==> src/rtl/tour_cmd_seq.sv <==
// ============================================================================
// tour_cmd_seq
// ----------------------------------------------------------------------------
// Replays a stored knight's tour to cmd_proc. When TourLogic pulses start_tour
// the sequencer takes the command path away from the UART wrapper (usurp=1).
// It then walks the move table one index at a time. Each knight move is split
// into two straight-line legs, and each leg is issued to cmd_proc as one
// command.
//
// Every command is 16 bits:
//   [15:12] opcode   4'b0010 = move, 4'b0011 = move followed by fanfare
//   [11:4]  heading  +y 8'h00, -y 8'h7F, -x 8'h3F, +x 8'hBF
//   [3:0]   squares  1 or 2
//
// Parameters:
//   NUM_MOVES    number of moves replayed per tour (1..63)
//   IDX_W        width of mv_indx; 2**IDX_W must exceed NUM_MOVES
//   X_FIRST      0: y leg first, then x leg; 1: x leg first, then y leg
//   FANFARE_ALL  0: fanfare only on the 2nd leg of the last move;
//                1: fanfare on every 2nd leg
//
// Ports:
//   clk, rst_n         clock and asynchronous active-low reset
//   start_tour         1-cycle pulse; move table valid, begin replay
//   abort              level; stops the replay on the next edge
//   move               one-hot move at mv_indx
//   mv_indx            index of the move being replayed
//   cmd_UART           command from the UART wrapper
//   cmd_rdy_UART       valid for the UART command
//   clr_cmd_rdy        cmd_proc consumed the current command
//   send_resp          1-cycle pulse; cmd_proc finished the current command
//   cmd, cmd_rdy       muxed command and valid to cmd_proc
//   clr_cmd_rdy_UART   consume strobe to the UART wrapper
//   usurp              1 while the sequencer owns the command path
//   resp               5A while usurping, A5 when idle, E7 after a bad move
//   tour_err           1-cycle pulse when an illegal move is found
// ============================================================================
module tour_cmd_seq #(
    parameter int NUM_MOVES   = 24,
    parameter int IDX_W       = 6,
    parameter int X_FIRST     = 0,
    parameter int FANFARE_ALL = 0
) (
    input  logic             clk,
    input  logic             rst_n,
    input  logic             start_tour,
    input  logic             abort,
    input  logic [7:0]       move,
    output logic [IDX_W-1:0] mv_indx,
    input  logic [15:0]      cmd_UART,
    input  logic             cmd_rdy_UART,
    input  logic             clr_cmd_rdy,
    input  logic             send_resp,
    output logic [15:0]      cmd,
    output logic             cmd_rdy,
    output logic             clr_cmd_rdy_UART,
    output logic             usurp,
    output logic [7:0]       resp,
    output logic             tour_err
);

    localparam logic [IDX_W-1:0] LAST_IDX = IDX_W'(NUM_MOVES - 1);

    localparam logic [3:0] OP_MOVE    = 4'b0010;
    localparam logic [3:0] OP_FANFARE = 4'b0011;

    localparam logic [7:0] HEAD_POS_Y = 8'h00;
    localparam logic [7:0] HEAD_NEG_Y = 8'h7F;
    localparam logic [7:0] HEAD_NEG_X = 8'h3F;
    localparam logic [7:0] HEAD_POS_X = 8'hBF;

    localparam logic [7:0] RESP_USURP = 8'h5A;
    localparam logic [7:0] RESP_IDLE  = 8'hA5;
    localparam logic [7:0] RESP_ERR   = 8'hE7;

    typedef enum logic [2:0] {
        IDLE  = 3'd0,
        LEG1  = 3'd1,
        WAIT1 = 3'd2,
        LEG2  = 3'd3,
        WAIT2 = 3'd4
    } state_t;

    state_t      state;
    logic [15:0] cmd_reg;
    logic        cmd_rdy_reg;
    logic        err;

    // Decoded move: direction and length of each axis, plus legality.
    logic        x_neg;
    logic        x_two;
    logic        y_neg;
    logic        y_two;
    logic        move_legal;
    logic [11:0] x_body;
    logic [11:0] y_body;
    logic [11:0] leg1_body;
    logic [11:0] leg2_body;
    logic [3:0]  leg2_op;
    logic        last_move;

    // Split the one-hot knight move into its x and y parts.
    // Any pattern other than a single set bit is illegal and traps the tour.
    always_comb begin
        x_neg      = 1'b0;
        x_two      = 1'b0;
        y_neg      = 1'b0;
        y_two      = 1'b0;
        move_legal = 1'b1;
        case (move)
            8'h01: begin x_neg = 1'b0; x_two = 1'b0; y_neg = 1'b0; y_two = 1'b1; end
            8'h02: begin x_neg = 1'b1; x_two = 1'b0; y_neg = 1'b0; y_two = 1'b1; end
            8'h04: begin x_neg = 1'b1; x_two = 1'b1; y_neg = 1'b0; y_two = 1'b0; end
            8'h08: begin x_neg = 1'b1; x_two = 1'b1; y_neg = 1'b1; y_two = 1'b0; end
            8'h10: begin x_neg = 1'b1; x_two = 1'b0; y_neg = 1'b1; y_two = 1'b1; end
            8'h20: begin x_neg = 1'b0; x_two = 1'b0; y_neg = 1'b1; y_two = 1'b1; end
            8'h40: begin x_neg = 1'b0; x_two = 1'b1; y_neg = 1'b1; y_two = 1'b0; end
            8'h80: begin x_neg = 1'b0; x_two = 1'b1; y_neg = 1'b0; y_two = 1'b0; end
            default: move_legal = 1'b0;
        endcase
    end

    // Build the heading and square count for each axis, then order the legs.
    // The fanfare opcode is only ever placed on the second leg, so the robot
    // celebrates after it has finished the whole knight move.
    always_comb begin
        x_body    = {(x_neg ? HEAD_NEG_X : HEAD_POS_X), (x_two ? 4'd2 : 4'd1)};
        y_body    = {(y_neg ? HEAD_NEG_Y : HEAD_POS_Y), (y_two ? 4'd2 : 4'd1)};
        leg1_body = (X_FIRST != 0) ? x_body : y_body;
        leg2_body = (X_FIRST != 0) ? y_body : x_body;
        last_move = (mv_indx == LAST_IDX);
        leg2_op   = ((FANFARE_ALL != 0) || last_move) ? OP_FANFARE : OP_MOVE;
    end

    // Sequencer state machine.
    // Each LEG state loads its command on the first cycle it is entered;
    // cmd_rdy_reg is always low on entry, so it marks that first cycle.
    // The state then holds until cmd_proc consumes the command.
    // A send_resp that arrives together with clr_cmd_rdy is deliberately
    // dropped, so the WAIT state needs its own send_resp. abort is checked
    // before anything else. It returns to IDLE but leaves mv_indx alone so
    // software can see where the tour stopped.
    always_ff @(posedge clk or negedge rst_n) begin
        if (!rst_n) begin
            state       <= IDLE;
            mv_indx     <= '0;
            usurp       <= 1'b0;
            cmd_reg     <= 16'h0000;
            cmd_rdy_reg <= 1'b0;
            tour_err    <= 1'b0;
            err         <= 1'b0;
        end else begin
            tour_err <= 1'b0;
            if (abort) begin
                state       <= IDLE;
                cmd_rdy_reg <= 1'b0;
                usurp       <= 1'b0;
            end else begin
                case (state)
                    IDLE: begin
                        usurp <= 1'b0;
                        if (start_tour) begin
                            mv_indx     <= '0;
                            usurp       <= 1'b1;
                            err         <= 1'b0;
                            cmd_rdy_reg <= 1'b0;
                            state       <= LEG1;
                        end
                    end
                    LEG1: begin
                        if (!cmd_rdy_reg) begin
                            if (!move_legal) begin
                                tour_err <= 1'b1;
                                err      <= 1'b1;
                                usurp    <= 1'b0;
                                state    <= IDLE;
                            end else begin
                                cmd_reg     <= {OP_MOVE, leg1_body};
                                cmd_rdy_reg <= 1'b1;
                            end
                        end else if (clr_cmd_rdy) begin
                            cmd_rdy_reg <= 1'b0;
                            state       <= WAIT1;
                        end
                    end
                    WAIT1: begin
                        if (send_resp) begin
                            state <= LEG2;
                        end
                    end
                    LEG2: begin
                        if (!cmd_rdy_reg) begin
                            cmd_reg     <= {leg2_op, leg2_body};
                            cmd_rdy_reg <= 1'b1;
                        end else if (clr_cmd_rdy) begin
                            cmd_rdy_reg <= 1'b0;
                            state       <= WAIT2;
                        end
                    end
                    WAIT2: begin
                        if (send_resp) begin
                            if (last_move) begin
                                usurp <= 1'b0;
                                state <= IDLE;
                            end else begin
                                mv_indx <= mv_indx + 1'b1;
                                state   <= LEG1;
                            end
                        end
                    end
                    default: begin
                        cmd_rdy_reg <= 1'b0;
                        usurp       <= 1'b0;
                        state       <= IDLE;
                    end
                endcase
            end
        end
    end

    // Command path mux. While the sequencer owns the path, the UART wrapper
    // must not see cmd_proc's consume strobe, or it would drop a queued command.
    always_comb begin
        cmd              = usurp ? cmd_reg : cmd_UART;
        cmd_rdy          = usurp ? cmd_rdy_reg : cmd_rdy_UART;
        clr_cmd_rdy_UART = clr_cmd_rdy & ~usurp;
    end

    // The error response takes priority so a trapped tour stays visible
    // until the next start_tour.
    always_comb begin
        if (err) begin
            resp = RESP_ERR;
        end else if (usurp) begin
            resp = RESP_USURP;
        end else begin
            resp = RESP_IDLE;
        end
    end

endmodule

==> config.mk <==
export PLATFORM = sky130hd
export DESIGN_NAME = tour_cmd_seq
export DESIGN_NICKNAME = d
export VERILOG_FILES = /design/src/rtl/tour_cmd_seq.sv
export SDC_FILE = /design/constraint.sdc
export NUM_CORES = 1
export LEC_CHECK = 0
export CELL_PAD_IN_SITES_DETAIL_PLACEMENT = 2
export CELL_PAD_IN_SITES_GLOBAL_PLACEMENT = 2
export CORE_UTILIZATION = 25
export CTS_CLUSTER_DIAMETER = 200
export DETAILED_ROUTE_END_ITERATION = 10
export PLACE_DENSITY_LB_ADDON = 0.2
export SLEW_MARGIN = 20
export SYNTH_ARGS = -nofsm -noshare
export SYNTH_HDL_FRONTEND = slang
export SYNTH_SLANG_ARGS = --single-unit
export TNS_END_PERCENT = 10
==> constraint.sdc <==
create_clock -name clk -period 4.7 [get_ports clk]
set_input_delay 0.94 -clock clk [delete_from_list [all_inputs] [get_ports clk]]
set_output_delay 0.94 -clock clk [all_outputs]
set_load 0.02 [all_outputs]
## After elaboration in Yosys (flattened, before gate mapping)

Index checks and enable logic that the tools add are counted.

| word-level totals | value |
|---|---|
| register bits | 29 |
| output and inout bits | 34 |
| word-level logic and storage cells | 114 |
| bits of input ports | 31 |

| operators by class | value |
|---|---|
| add/sub/neg operators | 1 |
| equal/unequal tests | 32 |
| reductions and logical operators | 17 |
| bitwise gates (word level) | 3 |
| multiplexer cells | 54 |

Operators with widths:

| cell | number |
|---|---|
| 16-bit 2-to-1 mux | 4 |
| 16-bit one-hot mux with 2 select lines | 1 |
| 3-bit 2-to-1 mux | 9 |
| 1-bit 2-to-1 mux | 26 |
| 8-bit 2-to-1 mux | 3 |
| 3-bit != test, second input constant | 8 |
| 5-bit AND reduction | 4 |
| 6-bit 2-to-1 mux | 3 |
| 4-bit OR reduction | 4 |
| 3-bit one-hot mux with 5 select lines | 1 |
| 2-bit != test, second input constant | 7 |
| 6-bit one-hot mux with 2 select lines | 1 |
| 8-bit by 1-bit == test with 1-bit output, second input constant | 1 |
| 8-bit by 2-bit == test with 1-bit output, second input constant | 1 |
| 8-bit by 3-bit == test with 1-bit output, second input constant | 1 |
| 8-bit by 4-bit == test with 1-bit output, second input constant | 1 |
| 8-bit by 5-bit == test with 1-bit output, second input constant | 1 |
| 8-bit by 6-bit == test with 1-bit output, second input constant | 1 |
| 8-bit by 7-bit == test with 1-bit output, second input constant | 1 |
| 8-bit == test, second input constant | 1 |
| 4-bit != test, second input constant | 2 |
| 1-bit one-hot mux with 4 select lines | 2 |
| 8-bit OR reduction | 1 |
| 7-bit 2-to-1 mux | 1 |
| other kinds (15) | 22 |

## Longest topological paths before layout

Gate-level depths: netlist of run 1.

| logic depth | value |
|---|---|
| word-level depth | 7 |
| mapped depth | 7 |

## Worst setup path before layout of run 1

Ideal clock, no wire load.

| path | value |
|---|---|
| path type | reg2out |
| from | reg usurp |
| to | out resp[2] |
| cell stages (with the launch flop) | 5 |
| arrival | 1.751 ns |
| data required time | 3.760 ns |
| setup slack | 2.009 ns |
| cell sequence | dfrtp_1 clkbuf_1 nor2b_1 inv_1 buf_4 |

| between the ends | value |
|---|---|
| word-level cells in the longest chain between the ends | 2 |

Ends and longest elaborated chain:

| element | RTL line | text |
|---|---|---|
| from (decl) | 57 | `output logic usurp,` |
| from (signal assigned) | 147 | `usurp <= 1'b0;` |
| from (signal assigned) | 157 | `usurp <= 1'b0;` |
| from (signal assigned) | 161 | `usurp <= 1'b0;` |
| 8-bit 2-to-1 mux | 234 | `end else if (usurp) begin` |
| 8-bit 2-to-1 mux | 232 | `if (err) begin` |
| to (decl) | 58 | `output logic [7:0] resp,` |

No other way between the ends.

## Worst setup path in the final report of run 1

| path | value |
|---|---|
| from | in cmd_UART[5] |
| to | out cmd[5] |

| between the ends | value |
|---|---|
| word-level cells in the longest chain between the ends | 1 |

Ends and longest elaborated chain:

| element | RTL line | text |
|---|---|---|
| from (decl) | 50 | `input logic [15:0] cmd_UART,` |
| 16-bit 2-to-1 mux | 224 | `cmd = usurp ? cmd_reg : cmd_UART;` |
| to (decl) | 54 | `output logic [15:0] cmd,` |

No other way between the ends.

==> results of run 1 <==
power by group through the flow:
stage,Combinational (W),Clock [W],Sequential [W]
4_1_cts,0.000154,0.000140,0.000189
3_3_place_gp,0.000148,0,0.000192
6_report,0.000151,0.000137,0.000189
5_1_grt,0.000163,0.000147,0.000191
3_5_place_dp,0.000153,0,0.000193
2_1_floorplan,0.0000800,0,0.000189
worst max-delay path by stage:
stage | startpoint | to | slack, ns
floorplan | usurp | resp[2] | 2.01
global route | usurp | cmd[9] | 1.32
detailed placement | move[3] | cmd_reg[9] | 1.45
global placement | clr_cmd_rdy | clr_cmd_rdy_UART | 1.54
CTS | usurp | cmd[8] | 1.49
finish | cmd_UART[5] | cmd[5] | 1.51
layer usage:
metal	GRT usage, %	share of wire [%]	vias up
li1	-	-	704
met1	18.0	42	714
met4	4.29	1.2	0
met3	1.83	4.2	4
met2	29.2	52	40
met5	0	0	-
Yosys cell counts (all sizes together) (2+ instances only):
library cell / count
dfrtp: 20
mux2: 14
nor2: 14
inv: 11
nand2: 11
o21ai: 11
buf: 10
nor2b: 10
nor4b: 6
clkbuf: 5
a21oi: 4
or2: 4
a211oi: 3
a21o: 3
nand2b: 3
nand3: 3
nor3: 3
o211ai: 3
or3: 3
xnor2: 3
xor2: 3
a2111oi: 2
nand3b: 2
nor3b: 2
o31ai: 2
o32ai: 2
area by class of cell:
type	count	area share [%]
Clock buffer	4	2.51
Inverter	11	1.88
Multi-Input combinational cell	124	39.5
Sequential cell	20	22.8
Tap cell	72	4.10
Timing Repair Buffer	64	29.2
cells by family after synthesis:
kind of cell	synth area share [%]
compound gates	16.3
xor+xnor	3.47
fa+ha+maj	0.827
buf+inv	9.59
flops	33.1
mux	11.1
simple gates	25.6
metrics by stage:
step                power, W  hold WS [ns]
floorplan           0.000269         0.433
global placement    0.000340         0.467
detailed placement  0.000346         0.474
CTS                 0.000483         0.491
global route        0.000500         0.503
finish              0.000477         0.484
==> flow_summary_export.csv, run 1 <==
group,metric,value,unit
logic_synthesis,synth_seq_cells,20,
setup_path,required,3.76,ns
setup_path,slowest_delay,0.64,ns
placement,dp_worst_setup_slack,1.45,ns
sta,max-slew-margin-rel,34.1,%
clock_tree,h-tree-depth,1,
grt,grt_overflow,0,
sta,fin_tns_setup,0,ns
power_and_ir_drop,swShare,29.7,%
sta,slew_viol_final,0,
setup_path,rr_endpoint,"cmd_reg[9]",
die,die_y,79.8,um
die,core,5680,um2
clock_tree,cts_setup_buffers,0,
logic_synthesis,synthCells,171,
worst_hold_path,whs_endpoint,"cmd_reg[13]",
clock_tree,cts_max_path_buffers,2,
final_layout,multiInputGateArea,867,um2
clock_tree,cts_tree,"yes",
logic_synthesis,seq_area_frac_synth,33.1,%
run_status,status,"finished clean",
sta,hold_viol,0,
grt,grt_max_degree,25,
die,num_rows,27,
setup_path,cp_slowest_cell,"clkdlybuf4s50_1",
placement,place_area,2140,um2
final_layout,fillers,655,
power_and_ir_drop,clockPowerShare,28.8,%
detailed_routing,drtIter0Drc,32,
setup_path,r2r_slack,2.64,ns
die,io_pins,65,
sta,tightest_slew,0.986,ns
final_layout,largest_reg_flops,7,
setup_path,cp-end-kind,"output pin",
worst_hold_path,hold_depth,1,
logic_synthesis,synth_area_leader_cell,"dfrtp_1",
final_layout,fin_cells,295,
logic_synthesis,synthTopCellsByArea,"dfrtp_1 33%, mux2_2 6.7%, nor2b_1 4.1%, mux2_1 3.7%, o21ai_0 3.6%",
final_layout,nNetsFinal,256,
final_layout,area_growth,45.1,%
logic_synthesis,netlist_area,1510,um2
clock_tree,postCtsHoldBufs,0,
clock_tree,cts_resized,0,
power_and_ir_drop,power_frac_seq,39.6,%
grt,grt_antenna_before_repair,0,
setup_path,crit_family,"buffers and inverters",
sta,rsz0062_at_grt,"false",
clock_tree,cts_buffers,3,
placement,io_buffers,64,
power_and_ir_drop,powerDensity,217,nW/um2
placement,dp_hpwl,3.70,mm
final_layout,post-route-util,38.7,%
sta,layout_setup_ws,1.51,ns
detailed_routing,routed_wl,4.67,mm
run,drv_cap,0,
grt,grt_pass1_vias,1555,
grt,grt_usage,15.4,%
logic_synthesis,synth.distinct_cells,47,
logic_synthesis,avgSynthCellArea,8.85,um2
setup_path,path_cells,"clkdlybuf4s50_1, inv_1, o21ai_0, clkdlybuf4s50_1",
final_layout,stdcell_area,2190,um2
sta,fmax,0.314,GHz
die,dieArea,6370,um2
setup_path,path_class,"primary input to output pin",
setup_path,worstPathArrival,2.25,ns
clock_tree,cts.sinks,20,
final_layout,diodes,0,
placement,place_congestion,0.729,
logic_synthesis,synth_edf_count,0,
die,die_width,79.8,um
detailed_routing,routedWlPerCell,15.8,um
final_layout,layout-drive-gt1-share,8.97,%
final_layout,seq_area,500,um2
logic_synthesis,syn_nets,203,
setup_path,rr_worst_depth,4,
logic_synthesis,synthArstFlopShare,100,%
final_layout,layout_common_cells,"64 x clkdlybuf4s50_1, 20 x dfrtp_1, 14 x nor2_1",
detailed_routing,dr.pass1.iters,4,
setup_path,cp_common_cell,"clkdlybuf4s50_1",
detailed_routing,vias,1462,
power_and_ir_drop,p_leak,0.885,nW
sta,min_period_over_period,67.9,%
power_and_ir_drop,combPwrFrac,31.6,%
detailed_routing,postRouteAntennaNets,0,
logic_synthesis,yosys_warnings,0,
logic_synthesis,synth_top_area_share,33.1,%
sta,skew,0.00366,ns
power_and_ir_drop,switchingPower,0.000142,W
power_and_ir_drop,p_int,0.000335,W
detailed_routing,route.detailed.drc,0,
clock_tree,insertion_delay,0.26,ns
die,initial_core_util,26.7,%
grt,grt_pass1_wl,7.61,mm
sta,setup_violations,0,
power_and_ir_drop,peakVddDrop,0.122,mV
setup_path,startpoint_type,"primary input",
logic_synthesis,synthFlopType,"dfrtp_1",
setup_path,cp.depth,4,
setup_path,cp_num_buf_inv,3,
clock_tree,clk_pin_slew,0.08,ns
sta,fin_crit,3.19,ns
clock_tree,cts-root-buf,"clkbuf_8",
worst_hold_path,min_from,"cmd_reg[13]",
final_layout,final_common_cell,"clkdlybuf4s50_1",
setup_path,path_max_fanout,1,
placement,dp_cells,291,
setup_path,r2r_start,"state[2]",
worst_hold_path,hold_path.class,"register to register",
detailed_routing,viasPerCell,4.96,
Power figures use the tool's default switching activity.
==> run 2: changes to the inputs <==
Settings changed: CORE_UTILIZATION 25 to 21.
Clock period 4.7 ns to 2.75 ns, I/O delays scaled along.
==> flow_summary_export.csv, run 2 (synthesis results as in run 1) <==
group,metric,value,unit
detailed_routing,vias,1504,
setup_path,cp-end-kind,"output pin",
die,die_y,86.9,um
placement,place_congestion,0.716,
setup_path,rr_worst_depth,4,
clock_tree,clk_pin_slew,0.07,ns
clock_tree,h-tree-depth,1,
final_layout,diodes,0,
setup_path,r2r_slack,0.75,ns
final_layout,layout-drive-gt1-share,12.9,%
grt,grt_pass1_wl,7.85,mm
power_and_ir_drop,swShare,29.4,%
die,die_width,86.9,um
grt,grt_usage,13.4,%
detailed_routing,routedWlPerCell,14.2,um
worst_hold_path,min_from,"cmd_reg[13]",
setup_path,startpoint_type,"register",
die,dieArea,7550,um2
sta,tightest_slew,0.489,ns
detailed_routing,postRouteAntennaNets,0,
clock_tree,cts_resized,0,
die,num_rows,30,
sta,slew_viol_final,0,
clock_tree,cts_setup_buffers,0,
detailed_routing,drtIter0Drc,18,
sta,skew,0.00614,ns
sta,hold_viol,0,
final_layout,multiInputGateArea,867,um2
sta,fin_hold_ws,0.497,ns
clock_tree,cts-root-buf,"clkbuf_8",
grt,grt_pass1_vias,1555,
worst_hold_path,hold_path.class,"register to register",
clock_tree,insertion_delay,0.26,ns
power_and_ir_drop,powerDensity,358,nW/um2
sta,fin_tns_setup,0,ns
grt,grt_max_degree,21,
setup_path,rr_endpoint,"cmd_reg[9]",
clock_tree,cts_max_path_buffers,2,
power_and_ir_drop,p_leak,0.935,nW
power_and_ir_drop,power_frac_seq,39.0,%
power_and_ir_drop,clockPowerShare,28.0,%
clock_tree,cts_buffers,3,
grt,grt_antenna_before_repair,0,
detailed_routing,route.detailed.drc,0,
sta,fin_crit,2.45,ns
sta,min_period_over_period,88.9,%
clock_tree,cts.sinks,20,
setup_path,startpoint,"usurp",
power_and_ir_drop,switchingPower,0.000242,W
sta,fmax,0.409,GHz
final_layout,final_common_cell,"clkdlybuf4s50_1",
final_layout,layout_common_cells,"64 x clkdlybuf4s50_1, 20 x dfrtp_1, 14 x nor2_1",
placement,dp_hpwl,3.83,mm
sta,setup_violations,0,
clock_tree,cts_tree,"yes",
grt,grt_overflow,0,
sta,rsz0062_at_grt,"false",
final_layout,seq_area,500,um2
setup_path,worstPathArrival,1.90,ns
final_layout,area_growth,52.0,%
die,initial_core_util,22.0,%
detailed_routing,viasPerCell,4.57,
power_and_ir_drop,p_int,0.000581,W
run_status,status,"finished clean",
power_and_ir_drop,peakVddDrop,0.134,mV
final_layout,fillers,791,
power_and_ir_drop,combPwrFrac,33.0,%
sta,max-slew-margin-rel,67.0,%
die,core,6870,um2
final_layout,largest_reg_flops,7,
setup_path,path_class,"register to output pin",
run,drv_cap,0,
detailed_routing,routed_wl,4.69,mm
setup_path,required,2.20,ns
placement,io_buffers,64,
die,io_pins,65,
setup_path,crit_path_end,"cmd[12]",
clock_tree,postCtsHoldBufs,0,
detailed_routing,dr.pass1.iters,6,
setup_path,path_max_fanout,10,
final_layout,nNetsFinal,266,
setup_path,r2r_start,"state[2]",
==> run 2: cell type report <==
type                    instances  share of cell area, %
flip-flops and latches         20                   21.8
multi-input cells             124                   37.7
inverters                      11                   1.80
well taps                      96                   5.22
clock buffers                   4                   2.39
repair buffers                 74                   31.1
==> run 2: worst min path at each step <==
stage,end,slack (ns),cells after the start
final,cmd_reg[13],0.50,1
after global routing,cmd_reg[13],0.52,1
after global placement,cmd_reg[9],0.47,1
after detailed placement,cmd_reg[13],0.49,1
after CTS,cmd_reg[13],0.50,1
after floorplan,cmd_rdy_reg,0.25,0
==> run 2: through the flow <==
stage                     instance area, um2  total power (W)  std cells  util (%)  setup WS (ns)
after floorplan                         1510         0.000459        171         -          0.449
after global placement                  2240         0.000599        325      32.7          0.156
after detailed placement                2240         0.000603        325      32.7         0.0909
after CTS                               2300         0.000840        329      33.5          0.259
after global routing                    2300         0.000870        329      33.5          0.134
final                                   2300         0.000822        329      33.5          0.304
==> run 2: critical path: stages (launching register included) <==
cell and delay (ns):
dfrtp_1 0.53, buf_4 0.23, mux2_2 0.34, clkdlybuf4s50_1 0.53
==> run 2: power groups by stage <==
| stage | Sequential, W | Combinational (W) | Clock [W] |
|---|---|---|---|
| 2_1_floorplan | 0.000323 | 0.000137 | 0 |
| 3_3_place_gp | 0.000326 | 0.000272 | 0 |
| 3_5_place_dp | 0.000327 | 0.000276 | 0 |
| 4_1_cts | 0.000321 | 0.000277 | 0.000243 |
| 5_1_grt | 0.000322 | 0.000293 | 0.000254 |
| 6_report | 0.000320 | 0.000271 | 0.000231 |
==> run 2: layer usage <==
metal / vias to the layer above / part of all wire [%] / global-route usage (%)
met5: - / 0 / 0
met3: 4 / 3.5 / 1.52
met1: 738 / 45 / 16.8
met2: 40 / 50 / 24.1
met4: 0 / 1.0 / 3.64
li1: 722 / - / -
